File: src/rtl/biquad_seq_pkg.sv
`default_nettype none
// ============================================================================
// Module      : biquad_seq_pkg
// Description : Shared definitions for the time-multiplexed biquad section:
//               FSM state encoding, tap indices and constant functions for
//               accumulator width and the signed AW-range clamp limits (the
//               same limits are reused by the downstream saturation stage).
// Revision    : 1.0 - initial release
// ============================================================================
package biquad_seq_pkg;

  typedef enum logic [1:0] {
    ST_IDLE = 2'd0,
    ST_MAC  = 2'd1,
    ST_OUT  = 2'd2
  } state_e;

  // Taps 0..2 are feed-forward (added), taps 3..4 are feedback (subtracted).
  localparam logic [2:0] c_FIRST_FB_TAP = 3'd3;
  localparam logic [2:0] c_LAST_TAP     = 3'd4;

  function automatic int max_width(input int a, input int b);
    return (a > b) ? a : b;
  endfunction

  // Five full-precision products plus the rounding constant cannot overflow
  // with three guard bits above the widest product.
  function automatic int acc_width(input int iw, input int aw, input int cw);
    return max_width(iw, aw) + cw + 3;
  endfunction

  function automatic longint sat_max(input int aw);
    return (longint'(1) <<< (aw - 1)) - longint'(1);
  endfunction

  function automatic longint sat_min(input int aw);
    return -(longint'(1) <<< (aw - 1));
  endfunction

endpackage
`default_nettype wire

File: src/rtl/biquad_seq_mac_unit.sv
`default_nettype none
// ============================================================================
// Module      : biquad_seq_mac_unit
// Description : Shared signed multiplier feeding a wide accumulator.
//               load_i presets the accumulator to the round-half-up constant
//               2^(CF-1); add_i / sub_i add or subtract data_i * coef_i.
// Ports       : clk, reset_n      - clock, async active-low reset
//               load_i/add_i/sub_i - accumulator control (load has priority)
//               data_i, coef_i     - signed multiplicands
//               acc_o              - signed accumulator value
// Revision    : 1.0 - initial release
// ============================================================================
module biquad_seq_mac_unit #(
  parameter int DW    = 22,
  parameter int CW    = 18,
  parameter int CF    = 16,
  parameter int ACC_W = 43
) (
  input  logic                    clk,
  input  logic                    reset_n,
  input  logic                    load_i,
  input  logic                    add_i,
  input  logic                    sub_i,
  input  logic signed [DW-1:0]    data_i,
  input  logic signed [CW-1:0]    coef_i,
  output logic signed [ACC_W-1:0] acc_o
);

  localparam int PW = DW + CW;
  localparam logic signed [ACC_W-1:0] c_ROUND = ACC_W'(longint'(1) <<< (CF - 1));

  logic signed [PW-1:0]    w_prod;
  logic signed [ACC_W-1:0] w_prod_ext;
  logic signed [ACC_W-1:0] acc_d;
  logic signed [ACC_W-1:0] acc_q;

  // Operands are widened to the product width first so the multiply is done
  // at full precision.
  assign w_prod     = PW'(data_i) * PW'(coef_i);
  assign w_prod_ext = ACC_W'(w_prod);

  always_comb begin
    acc_d = acc_q;
    if (load_i) begin
      acc_d = c_ROUND;
    end else if (add_i) begin
      acc_d = acc_q + w_prod_ext;
    end else if (sub_i) begin
      acc_d = acc_q - w_prod_ext;
    end
  end

  always_ff @(posedge clk or negedge reset_n) begin
    if (!reset_n) begin
      acc_q <= '0;
    end else begin
      acc_q <= acc_d;
    end
  end

  assign acc_o = acc_q;

endmodule
`default_nettype wire

File: src/rtl/biquad_seq.sv
`default_nettype none
// ============================================================================
// Module      : biquad_seq
// Description : Direct-form-I biquad, one shared multiplier, one product per
//               cycle. Per accepted sample:
//               y = B0*x0 + B1*x1 + B2*x2 - A1*y1 - A2*y2 (coefs / 2^CF),
//               rounded half-up and clamped to the signed AW range.
// Ports       : clk, reset_n - clock, async active-low reset
//               ce_in, sig_in - input strobe and signed sample
//               ce_out        - one-cycle strobe with each new sig_out
//               sig_out       - signed result, held between strobes
//               clip          - result was clamped (pulses with ce_out)
//               overrun       - ce_in arrived while busy (sample dropped)
// Revision    : 1.0 - initial release
// ============================================================================
module biquad_seq
  import biquad_seq_pkg::*;
#(
  parameter int IW = 16,
  parameter int AW = 22,
  parameter int CW = 18,
  parameter int CF = 16,
  parameter int B0 = 65536,
  parameter int B1 = 0,
  parameter int B2 = 0,
  parameter int A1 = 0,
  parameter int A2 = 0
) (
  input  logic                 clk,
  input  logic                 reset_n,
  input  logic                 ce_in,
  input  logic signed [IW-1:0] sig_in,
  output logic                 ce_out,
  output logic signed [AW-1:0] sig_out,
  output logic                 clip,
  output logic                 overrun
);

  localparam int DW    = max_width(IW, AW);
  localparam int ACC_W = acc_width(IW, AW, CW);

  localparam logic signed [ACC_W-1:0] c_SAT_MAX = ACC_W'(sat_max(AW));
  localparam logic signed [ACC_W-1:0] c_SAT_MIN = ACC_W'(sat_min(AW));

  localparam logic signed [CW-1:0] c_B0 = CW'(B0);
  localparam logic signed [CW-1:0] c_B1 = CW'(B1);
  localparam logic signed [CW-1:0] c_B2 = CW'(B2);
  localparam logic signed [CW-1:0] c_A1 = CW'(A1);
  localparam logic signed [CW-1:0] c_A2 = CW'(A2);

  state_e                 state_q;
  logic [2:0]             tap_q;
  logic signed [IW-1:0]   x0_q, x1_q, x2_q;
  logic signed [AW-1:0]   y1_q, y2_q;
  logic signed [AW-1:0]   sig_q;
  logic                   ce_out_q, clip_q, overrun_q;

  logic signed [DW-1:0]    w_op;
  logic signed [CW-1:0]    w_coef;
  logic                    w_load, w_add, w_sub, w_in_mac;
  logic signed [ACC_W-1:0] w_acc;
  logic signed [ACC_W-1:0] w_shift;
  logic signed [AW-1:0]    w_res;
  logic                    w_sat;

  // Operand / coefficient selection by tap index.
  always_comb begin
    w_op   = DW'(x0_q);
    w_coef = c_B0;
    case (tap_q)
      3'd0: begin w_op = DW'(x0_q); w_coef = c_B0; end
      3'd1: begin w_op = DW'(x1_q); w_coef = c_B1; end
      3'd2: begin w_op = DW'(x2_q); w_coef = c_B2; end
      3'd3: begin w_op = DW'(y1_q); w_coef = c_A1; end
      3'd4: begin w_op = DW'(y2_q); w_coef = c_A2; end
      default: ;
    endcase
  end

  assign w_in_mac = (state_q == ST_MAC);
  assign w_load   = (state_q == ST_IDLE) && ce_in;
  assign w_add    = w_in_mac && (tap_q < c_FIRST_FB_TAP);
  assign w_sub    = w_in_mac && (tap_q >= c_FIRST_FB_TAP);

  biquad_seq_mac_unit #(
    .DW    (DW),
    .CW    (CW),
    .CF    (CF),
    .ACC_W (ACC_W)
  ) u_mac (
    .clk     (clk),
    .reset_n (reset_n),
    .load_i  (w_load),
    .add_i   (w_add),
    .sub_i   (w_sub),
    .data_i  (w_op),
    .coef_i  (w_coef),
    .acc_o   (w_acc)
  );

  // Arithmetic shift floors; with the 2^(CF-1) preload this rounds half-up.
  assign w_shift = w_acc >>> CF;

  always_comb begin
    w_sat = 1'b0;
    w_res = w_shift[AW-1:0];
    if (w_shift > c_SAT_MAX) begin
      w_res = c_SAT_MAX[AW-1:0];
      w_sat = 1'b1;
    end else if (w_shift < c_SAT_MIN) begin
      w_res = c_SAT_MIN[AW-1:0];
      w_sat = 1'b1;
    end
  end

  always_ff @(posedge clk or negedge reset_n) begin
    if (!reset_n) begin
      state_q   <= ST_IDLE;
      tap_q     <= 3'd0;
      x0_q      <= '0;
      x1_q      <= '0;
      x2_q      <= '0;
      y1_q      <= '0;
      y2_q      <= '0;
      sig_q     <= '0;
      ce_out_q  <= 1'b0;
      clip_q    <= 1'b0;
      overrun_q <= 1'b0;
    end else begin
      ce_out_q  <= 1'b0;
      clip_q    <= 1'b0;
      overrun_q <= 1'b0;
      case (state_q)
        ST_IDLE: begin
          if (ce_in) begin
            x0_q    <= sig_in;
            tap_q   <= 3'd0;
            state_q <= ST_MAC;
          end
        end
        ST_MAC: begin
          overrun_q <= ce_in;
          if (tap_q == c_LAST_TAP) begin
            state_q <= ST_OUT;
          end else begin
            tap_q <= tap_q + 3'd1;
          end
        end
        ST_OUT: begin
          overrun_q <= ce_in;
          sig_q     <= w_res;
          ce_out_q  <= 1'b1;
          clip_q    <= w_sat;
          x2_q      <= x1_q;
          x1_q      <= x0_q;
          y2_q      <= y1_q;
          // Feedback state takes the clamped value so it can never wrap.
          y1_q      <= w_res;
          state_q   <= ST_IDLE;
        end
        default: state_q <= ST_IDLE;
      endcase
    end
  end

  assign ce_out  = ce_out_q;
  assign sig_out = sig_q;
  assign clip    = clip_q;
  assign overrun = overrun_q;

endmodule
`default_nettype wire
File: config.mk
export PLATFORM = sky130hd
export DESIGN_NAME = biquad_seq
export DESIGN_NICKNAME = d
export VERILOG_FILES = /design/src/rtl/biquad_seq_pkg.sv /design/src/rtl/biquad_seq_mac_unit.sv /design/src/rtl/biquad_seq.sv
export SDC_FILE = /design/constraint.sdc
export NUM_CORES = 1
export LEC_CHECK = 0
export ABC_AREA = 1
export CORE_MARGIN = 1
export CORE_UTILIZATION = 45
export CTS_CLUSTER_DIAMETER = 40
export DETAILED_ROUTE_END_ITERATION = 12
export PLACE_DENSITY = 0.66
export SLEW_MARGIN = 10
export SYNTH_ARGS = -nofsm -noshare
export SYNTH_HDL_FRONTEND = slang
export SYNTH_SLANG_ARGS = --single-unit
File: constraint.sdc
create_clock -name clk -period 3.8 [get_ports clk]
set_input_delay 0.38 -clock clk [delete_from_list [all_inputs] [get_ports clk]]
set_output_delay 0.38 -clock clk [all_outputs]
set_load 0.03 [all_outputs]
# == Word level (Yosys, flattened, before mapping) ==
# Index checks and enable logic that the tools add are counted.
# totals
input_bits,19
out_inout_bits,25
regBits,143
# classes
n_mux,18
n_reduce_logical,11
addsub,3
n_eq_ne,9
multipliers,1
order_cmp,4
# op_table
cell,n
43-bit 2-to-1 mux,3
22-bit case mux with 4 select lines,1
22-bit 2-to-1 mux,2
43-bit by 40-bit adder with 43-bit output,1
43-bit by 40-bit subtractor with 43-bit output,1
22-bit by 18-bit multiplier with 40-bit output,1
"27-bit by 22-bit > comparator with 1-bit output, second input constant",1
"27-bit by 22-bit less-than comparator with 1-bit output, second input constant",1
17-bit 2-to-1 mux,1
"3-bit by 2-bit == test with 1-bit output, second input constant",2
3-bit 2-to-1 mux,2
3-bit case mux with 2 select lines,1
1-bit 2-to-1 mux,5
2-bit 2-to-1 mux,2
"2-bit != test, second input constant",2
2-bit case mux with 2 select lines,1
2-bit AND reduction,2
4-bit OR reduction,1
"3-bit by 1-bit adder with 3-bit output, second input constant",1
"3-bit by 1-bit == test with 1-bit output, second input constant",1
"3-bit == test, second input constant",1
"3-bit by 2-bit >= comparator with 1-bit output, second input constant",1
1-bit logical AND,3
"3-bit by 2-bit less-than comparator with 1-bit output, second input constant",1
other kinds (8),8

# == Longest topological paths before layout ==
# Gate-level depths: netlist of the first run.
# depth
depth_word,8
depth_mapped,30

# == Modules after synthesis ==
# Synthesis of the first run repeated with hierarchy kept, for this count alone.
# hier_totals
hier_cells,3627
area_unflattened_um2,25808.5
# modules_own_cells
mod,instances,area_per_inst_um2,cells_per_inst,seq_area_each_um2
biquad_seq_mac_unit,1,21097.7,3007,1076.0
biquad_seq,1,4710.8,620,2502.4

# == Worst setup path before layout of the first run ==
# OpenSTA, ideal clock, no wires.
# synth_timing
kind,register to register
from,register tap_q[2]
to,register u_mac.acc_q[37] (netlist: u_mac.acc_o[37])
setup_ps,123
arrival_time_ps,3455
path_slack_ps,222
period_less_slack_ps,3578
required_ps,3677
stages_incl_launch_ff,30
n_path_buf,2
path_cell_list,dfrtp_1 -> buf_6 -> inv_4 -> buf_6 -> ha_1 -> nand2_1 -> nand2_1 -> nor2_4 -> nand2_4 -> nand2_2 -> inv_2 -> o21ai_1 -> ha_1 -> nand3_2 -> nor2_1 -> nand2_1 -> nand3_1 -> nand2_1 -> ha_1 -> nand2_1 -> nor2_1 -> inv_1 -> nor2_1 -> nand4_1 -> nand3_1 -> nand3_1 -> nand2_1 -> a21oi_1 -> o21ai_0 -> nand2_1
# synth_via
elab_chain_cells,8
# synth_lines
element,line,text
start: declaration,biquad_seq.sv:52,logic [2:0] tap_q;
start signal: assignment,biquad_seq.sv:146,tap_q <= tap_q + 3'd1;
"3-bit == test, or another cell as far along",biquad_seq.sv:70,case (tap_q)
4-bit OR reduction (no source line),--,
17-bit 2-to-1 mux,biquad_seq.sv:70,
22-bit by 18-bit multiplier with 40-bit output,biquad_seq_mac_unit.sv:39,assign w_prod = PW'(data_i) * PW'(coef_i);
43-bit by 40-bit subtractor with 43-bit output,biquad_seq_mac_unit.sv:49,acc_d = acc_q - w_prod_ext;
43-bit 2-to-1 mux,biquad_seq_mac_unit.sv:48,end else if (sub_i) begin
43-bit 2-to-1 mux,biquad_seq_mac_unit.sv:46,end else if (add_i) begin
43-bit 2-to-1 mux,biquad_seq_mac_unit.sv:44,if (load_i) begin
end signal: assignment,biquad_seq_mac_unit.sv:55,acc_q <= '0;
end signal: assignment,biquad_seq_mac_unit.sv:57,acc_q <= acc_d;
end: declaration,biquad_seq_mac_unit.sv:35,logic signed [ACC_W-1:0] acc_q;
# Parallel ways exist; a longest one is shown, timed or not. The select of a mux whose other input is x is not followed.
# A chain may end at the register's enable or synchronous reset.

# == Worst setup path in the final report of the first run ==
# layout_timing
from,register tap_q[1]
to,register u_mac.acc_q[41] (netlist: u_mac.acc_o[41])
# Same word-level chain as after synthesis.

==> results_dict.tcl, run 1 <==
set metrics [dict create \
    r2r_slack_ps 100 \
    ys_seq_area_share_pct 37.3 \
    worstHoldPathType "in2async" \
    slowest_stage "dfrtp_1" \
    routed_wirelength_um 17600 \
    antenna_found_initial 0 \
    grt.total_usage_pct 24.9 \
    r2r-start "tap_q[1]$_DFFE_PN0P_" \
    crit_cells 23 \
    avgViaCountPerCell 5.28 \
    critPathLaunch "tap_q[1]$_DFFE_PN0P_" \
    finClkSkew_ps 9.13 \
    core_sq_um 13200 \
    crit_path_end_kind "flip-flop" \
    rsz0062_at_grt "true" \
    nets 1006 \
    synth_nets 901 \
    endpoint "u_mac.acc_o[41]$_DFFE_PN0P_" \
    drc 0 \
    synth_top_cell_area_share_pct 37.3 \
    cp.arrival_ps 3940 \
    async_flop_share_pct 100 \
    dp_cells 1100 \
    syn-mean-instance-area_sq_um 7.24 \
    min_period_ps 3700 \
    start_kind "flip-flop" \
    finalSetupViolCount 0 \
    n_fill_cell 1164 \
    die_area_sq_um 14000 \
    place.port_buffers 43 \
    drv_cap 0 \
    worstMarginPinSlew_ps 849 \
    cts-root-buf "clkbuf_16" \
    cts-buffers-inserted 9 \
    synth_cell_types 43 \
    slew_viol_final 0 \
    status "complete, no violations" \
    synth_area_leader_cell "dfrtp_1" \
    place_congestion 0.960 \
    synth_enable_flop_cells 0 \
    dp_hpwl_um 12700 \
    r2r_end "u_mac.acc_o[41]$_DFFE_PN0P_" \
    drive_above_1_share_pct 28.4 \
    cp_max_fo 5 \
    die_w_um 119 \
    ctsHoldBuffers 0 \
    cp.required_ps 4040 \
    rows 42 \
    ant_nets 0 \
    synth_area_sq_um 6110 \
    cts.sinks 91 \
    synth_top_cells_by_area "dfrtp_1 (37%), nand2_1 (12%), ha_1 (7.6%)" \
    synth-seq-cells 91 \
    areaGrowthSynthToFinish_pct 34.3 \
    grt_max_degree 65 \
    ff2ff_path_depth 23 \
    path_clk_slew_ps 70 \
    critical_path.top_delay_family "compound AO/OA/AOI/OAI gates" \
    crit_type "reg2reg" \
    vias 5971 \
    cp_cell_sequence "ha_2, ha_4, buf_6, nand2_2, o21ai_2, nor2_1, nand2_1, nand2_2, buf_6, nand3_4, nor2_4, nand2_2, nor2_2, nor2_1, xor2_1, ha_2, a21oi_2, o21ai_0, a21oi_2, o211ai_1, a21oi_1, o21ai_0, o21ai_0" \
    grt_pass1_wl_um 27200 \
    wl_per_cell_um 15.6 \
    drt_first_iter_violations 465 \
    antenna_cells 0 \
    floorplan.initialDensity_pct 46.1 \
    clock_latency_ps 360 \
    max_stage_delay_ps 420 \
    gr-total-overflow 0 \
    syn_inst 844 \
    fmax_mhz 270 \
    relSlewSlack_pct 42.7 \
    min_period_over_period_pct 97.4 \
    io_pins 44 \
    path_buf_inv 2 \
    synthFlopType "dfrtp_1" \
    finalNonFillerCells 1130 \
    yosys_warnings 0 \
    htreeDepth 3 \
    clockBufferDepth 2 \
    hold_viol 0 \
    grt_pass1_vias 5315 \
    die_y_um 119 \
    cts_tree "done" \
    firstDrtPassIters 5 \
]
state kept, by name, indices dropped and copies added, names as in the netlist:
signal and count:
clip 1, u_mac.acc_o 27, y2_q 6, state_q 2
ce_out 1, overrun 1, x1_q 6, sig_out 22
tap_q 3, x0_q 16, x2_q 6
cells in the final DEF, fill, tap and decap left out, types with 3 or more instances in the layout:
cell and n:
a21oi_1 39, nand4_1 5, nand3_4 3, o21ai_1 13
nor2_1 74, buf_6 3, a21o_1 3, nor2_2 23
inv_1 89, ha_2 3, inv_2 17, o211ai_1 6
clkdlybuf4s50_1 42, clkbuf_16 9, ha_4 15, ha_1 19
nor3_2 5, nand2_4 7, nand3_1 32, nor2_4 10
o21ai_2 12, xor2_2 5, nand2_1 173, nand2_2 31
a21oi_2 18, o21ai_0 50, nand3_2 8, dfrtp_1 91
o22ai_1 24, buf_4 79, xor2_1 8
final cells by class:
class | count | area (sq um) | area share [%]
Tap cell | 176 | 220 | 2.68
Timing Repair Buffer | 124 | 1050 | 12.8
Sequential cell | 91 | 2280 | 27.8
Clock inverter | 6 | 65.1 | 0.793
Multi-Input combinational cell | 615 | 3960 | 48.2
Inverter | 108 | 408 | 4.97
Clock buffer | 10 | 229 | 2.79
timing repair:
item	CTS	global route
gates resized for setup	6	178
pin swaps	0	63
setup endpoints to repair	7	20
buffers inserted	0	14
Yosys cell counts (4+ instances only):
cell type,instances
nand3_1,38
o211ai_1,6
nor2_4,4
buf_6,4
nor2_1,97
nand2_1,201
xor2_1,13
xnor2_1,4
dfrtp_1,91
ha_1,37
nand4_1,5
o21ai_0,73
clkbuf_1,23
a21oi_1,57
o22ai_1,24
inv_2,9
nand2_2,7
nor2_2,6
nand3_2,4
inv_1,97
nor3_1,7
routing by layer:
metal / wire [um] / GRT usage, % / share of wire [%] / vias to the layer above
li1: - / - / - / 2959
met1: 8440 / 37.0 / 48 / 2842
met2: 8160 / 37.2 / 46 / 145
met3: 814 / 4.63 / 4.6 / 25
met4: 219 / 6.25 / 1.2 / 0
met5: 0 / 0 / 0 / -
worst min path at each step:
stage / from / end / slack (ps)
finish: reset_n / x2_q[2]$_DFFE_PN0P_ / 120
global route: reset_n / x2_q[14]$_DFFE_PN0P_ / 190
CTS: reset_n / x2_q[14]$_DFFE_PN0P_ / 150
detailed placement: x0_q[1]$_DFFE_PN0P_ / x0_q[1]$_DFFE_PN0P_ / 470
global placement: x0_q[1]$_DFFE_PN0P_ / x0_q[1]$_DFFE_PN0P_ / 500
floorplan: reset_n / ce_out$_DFF_PN0_ / 80
logic make-up after synthesis:
kind of cell	count (synthesis)	synth area share [%]
compound gates	182	16.6
mux	1	0.184
fa+ha+maj	38	7.90
simple gates	377	26.5
xor+xnor	17	2.44
buf+inv	138	9.03
flops	91	37.3
through the flow:
stage / worst slack (ps) / utilization [%] / area [sq um] / hold WS, ps / TNS [ps]
finish: 97.1 / 62.0 / 8210 / 118 / 0
global route: -106 / 62.0 / 8210 / 194 / -736
CTS: -1.12 / 56.1 / 7430 / 153 / -1.12
detailed placement: -99.7 / 53.8 / 7120 / 475 / -272
global placement: -113 / 53.8 / 7120 / 499 / -176
floorplan: 222 / - / 6110 / 84.4 / 0
Power of run 1 is left out: the tool's default activity adds up to more than one toggle a clock period on the data nets, which glitch-free logic cannot reach.
==> inputs of run 2 (changes only) <==
- GPL_TIMING_DRIVEN: unset -> 0
==> results_dict.tcl, run 2 (same netlist as run 1, synthesis figures left out) <==
set metrics [dict create \
    worstMarginPinSlew_ps 612 \
    critPathLaunch "tap_q[0]$_DFFE_PN0P_" \
    min_period_over_period_pct 102 \
    antenna_cells 0 \
    place_congestion 0.924 \
    hold_viol 11 \
    post-route-util_pct 61.7 \
    final_cell_mix "nand2_1 (174), dfrtp_1 (89), inv_1 (86), nor2_1 (80), o21ai_0 (46)" \
    r2r_slack_ps -60 \
    final_common_cell "nand2_1" \
    nets 998 \
    worstHoldPathType "in2async" \
    cp.required_ps 4040 \
    place.port_buffers 43 \
    cts.sinks 91 \
    endpoint "u_mac.acc_o[42]$_DFFE_PN0P_" \
    clockBufferDepth 2 \
    slew_viol_final 0 \
    start_kind "flip-flop" \
    io_pins 44 \
    cts_tree "done" \
    fmax_mhz 259 \
    relSlewSlack_pct 59.1 \
    ff2ff_path_depth 28 \
    cts-root-buf "clkbuf_16" \
    slowest_stage "dfrtp_2" \
    areaGrowthSynthToFinish_pct 33.8 \
    path_clk_slew_ps 70 \
    crit_path_end_kind "flip-flop" \
    drc 0 \
    grt_max_degree 57 \
    max_stage_delay_ps 470 \
    die_area_sq_um 14000 \
    finalNonFillerCells 1122 \
    antenna_found_initial 0 \
    rows 42 \
    die_w_um 119 \
    cp.arrival_ps 4100 \
    wl_per_cell_um 16.0 \
    cts-buffers-inserted 9 \
    vias 5991 \
    hold-worst-slack_ps -15.7 \
    firstDrtPassIters 5 \
    avgViaCountPerCell 5.34 \
    min_period_ps 3860 \
    r2r-start "tap_q[0]$_DFFE_PN0P_" \
    n_fill_cell 1185 \
    rsz0062_at_grt "true" \
    cp_max_fo 6 \
    stdcell_area_sq_um 8180 \
    core_sq_um 13200 \
    clock_latency_ps 350 \
    gr-total-overflow 0 \
    violations "negative hold slack, negative setup slack" \
    ant_nets 0 \
    fin_ws_ps -58.1 \
    status "complete, but fails checks" \
    drv_cap 0 \
    dpl_cell_area_sq_um 6790 \
    largest_register_ff_count 27 \
    ctsHoldBuffers 0 \
    drt_first_iter_violations 569 \
    routed_wirelength_um 18000 \
    finClkSkew_ps 11.2 \
    r2r_end "u_mac.acc_o[42]$_DFFE_PN0P_" \
    grt_pass1_wl_um 27300 \
    crit_type "reg2reg" \
    die_y_um 119 \
    drive_above_1_share_pct 24.2 \
    finalSetupViolCount 4 \
    dp_cells 1064 \
    htreeDepth 3 \
    dp_hpwl_um 12400 \
    floorplan.initialDensity_pct 46.1 \
    grt_pass1_vias 5291 \
    grt.total_usage_pct 24.9 \
]
## run 2: cell count changes in the layout (fill, tap and decap cells not counted), moves of 6 or more
cell      before  now
buf_4         79   39
clkbuf_1       1   23
nor2_2        23   15
o21ai_1       13   21
nand2_2       31   25
nor2_1        74   80
## run 2: how the worst min path moves through the flow
stage                        start                   to  slack (ps)
2_1_floorplan              reset_n     ce_out$_DFF_PN0_          80
3_3_place_gp   x0_q[1]$_DFFE_PN0P_  x0_q[1]$_DFFE_PN0P_         480
3_5_place_dp               reset_n  x1_q[3]$_DFFE_PN0P_         380
4_1_cts                    reset_n  x1_q[3]$_DFFE_PN0P_           6
5_1_grt                    reset_n  x1_q[3]$_DFFE_PN0P_          30
6_report                   reset_n  x1_q[3]$_DFFE_PN0P_         -20
## run 2: layer usage
metal / vias up / routed length [um] / GRT usage (%)
met5: - / 0 / 0
met1: 2847 / 8290 / 36.3
met4: 0 / 193 / 6.01
met2: 172 / 8380 / 38.3
li1: 2957 / - / -
met3: 15 / 1110 / 4.44
## run 2: repair_timing
item | 4_1_cts | 5_1_grt
buffers inserted | 7 | 35
pin swaps | 13 | 62
resized for setup | 49 | 152
setup endpoints to repair | 20 | 21
## run 2: per-stage QoR
stage / TNS (ps) / worst slack (ps)
final: -131 / -58.1
after global routing: -2810 / -262
after CTS: -9.29 / -5.23
after detailed placement: -7230 / -611
after global placement: -104430 / -1080
after floorplan: 0 / 222
## run 2: area by class of cell
cell class                 count  area (sq um)  share of cell area, %
multi-input combinational    615          4020                   49.2
sequential                    91          2280                   27.9
timing repair buffer          86           779                   9.53
inverter                     108           415                   5.08
clock buffer                  10           239                   2.92
tap                          176           220                   2.69
buffer                        30           151                   1.85
clock inverter                 6          68.8                  0.842
## run 2: critical path, delay by kind of cell (launching register included)
| kind | cells | cell delay [ps] |
|---|---|---|
| compound gates | 2 | 320 |
| xor+xnor | 1 | 150 |
| fa+ha+maj | 3 | 760 |
| buf+inv | 5 | 370 |
| flops | 1 | 470 |
| simple gates | 17 | 1670 |
Power of run 2 is left out for the same reason.
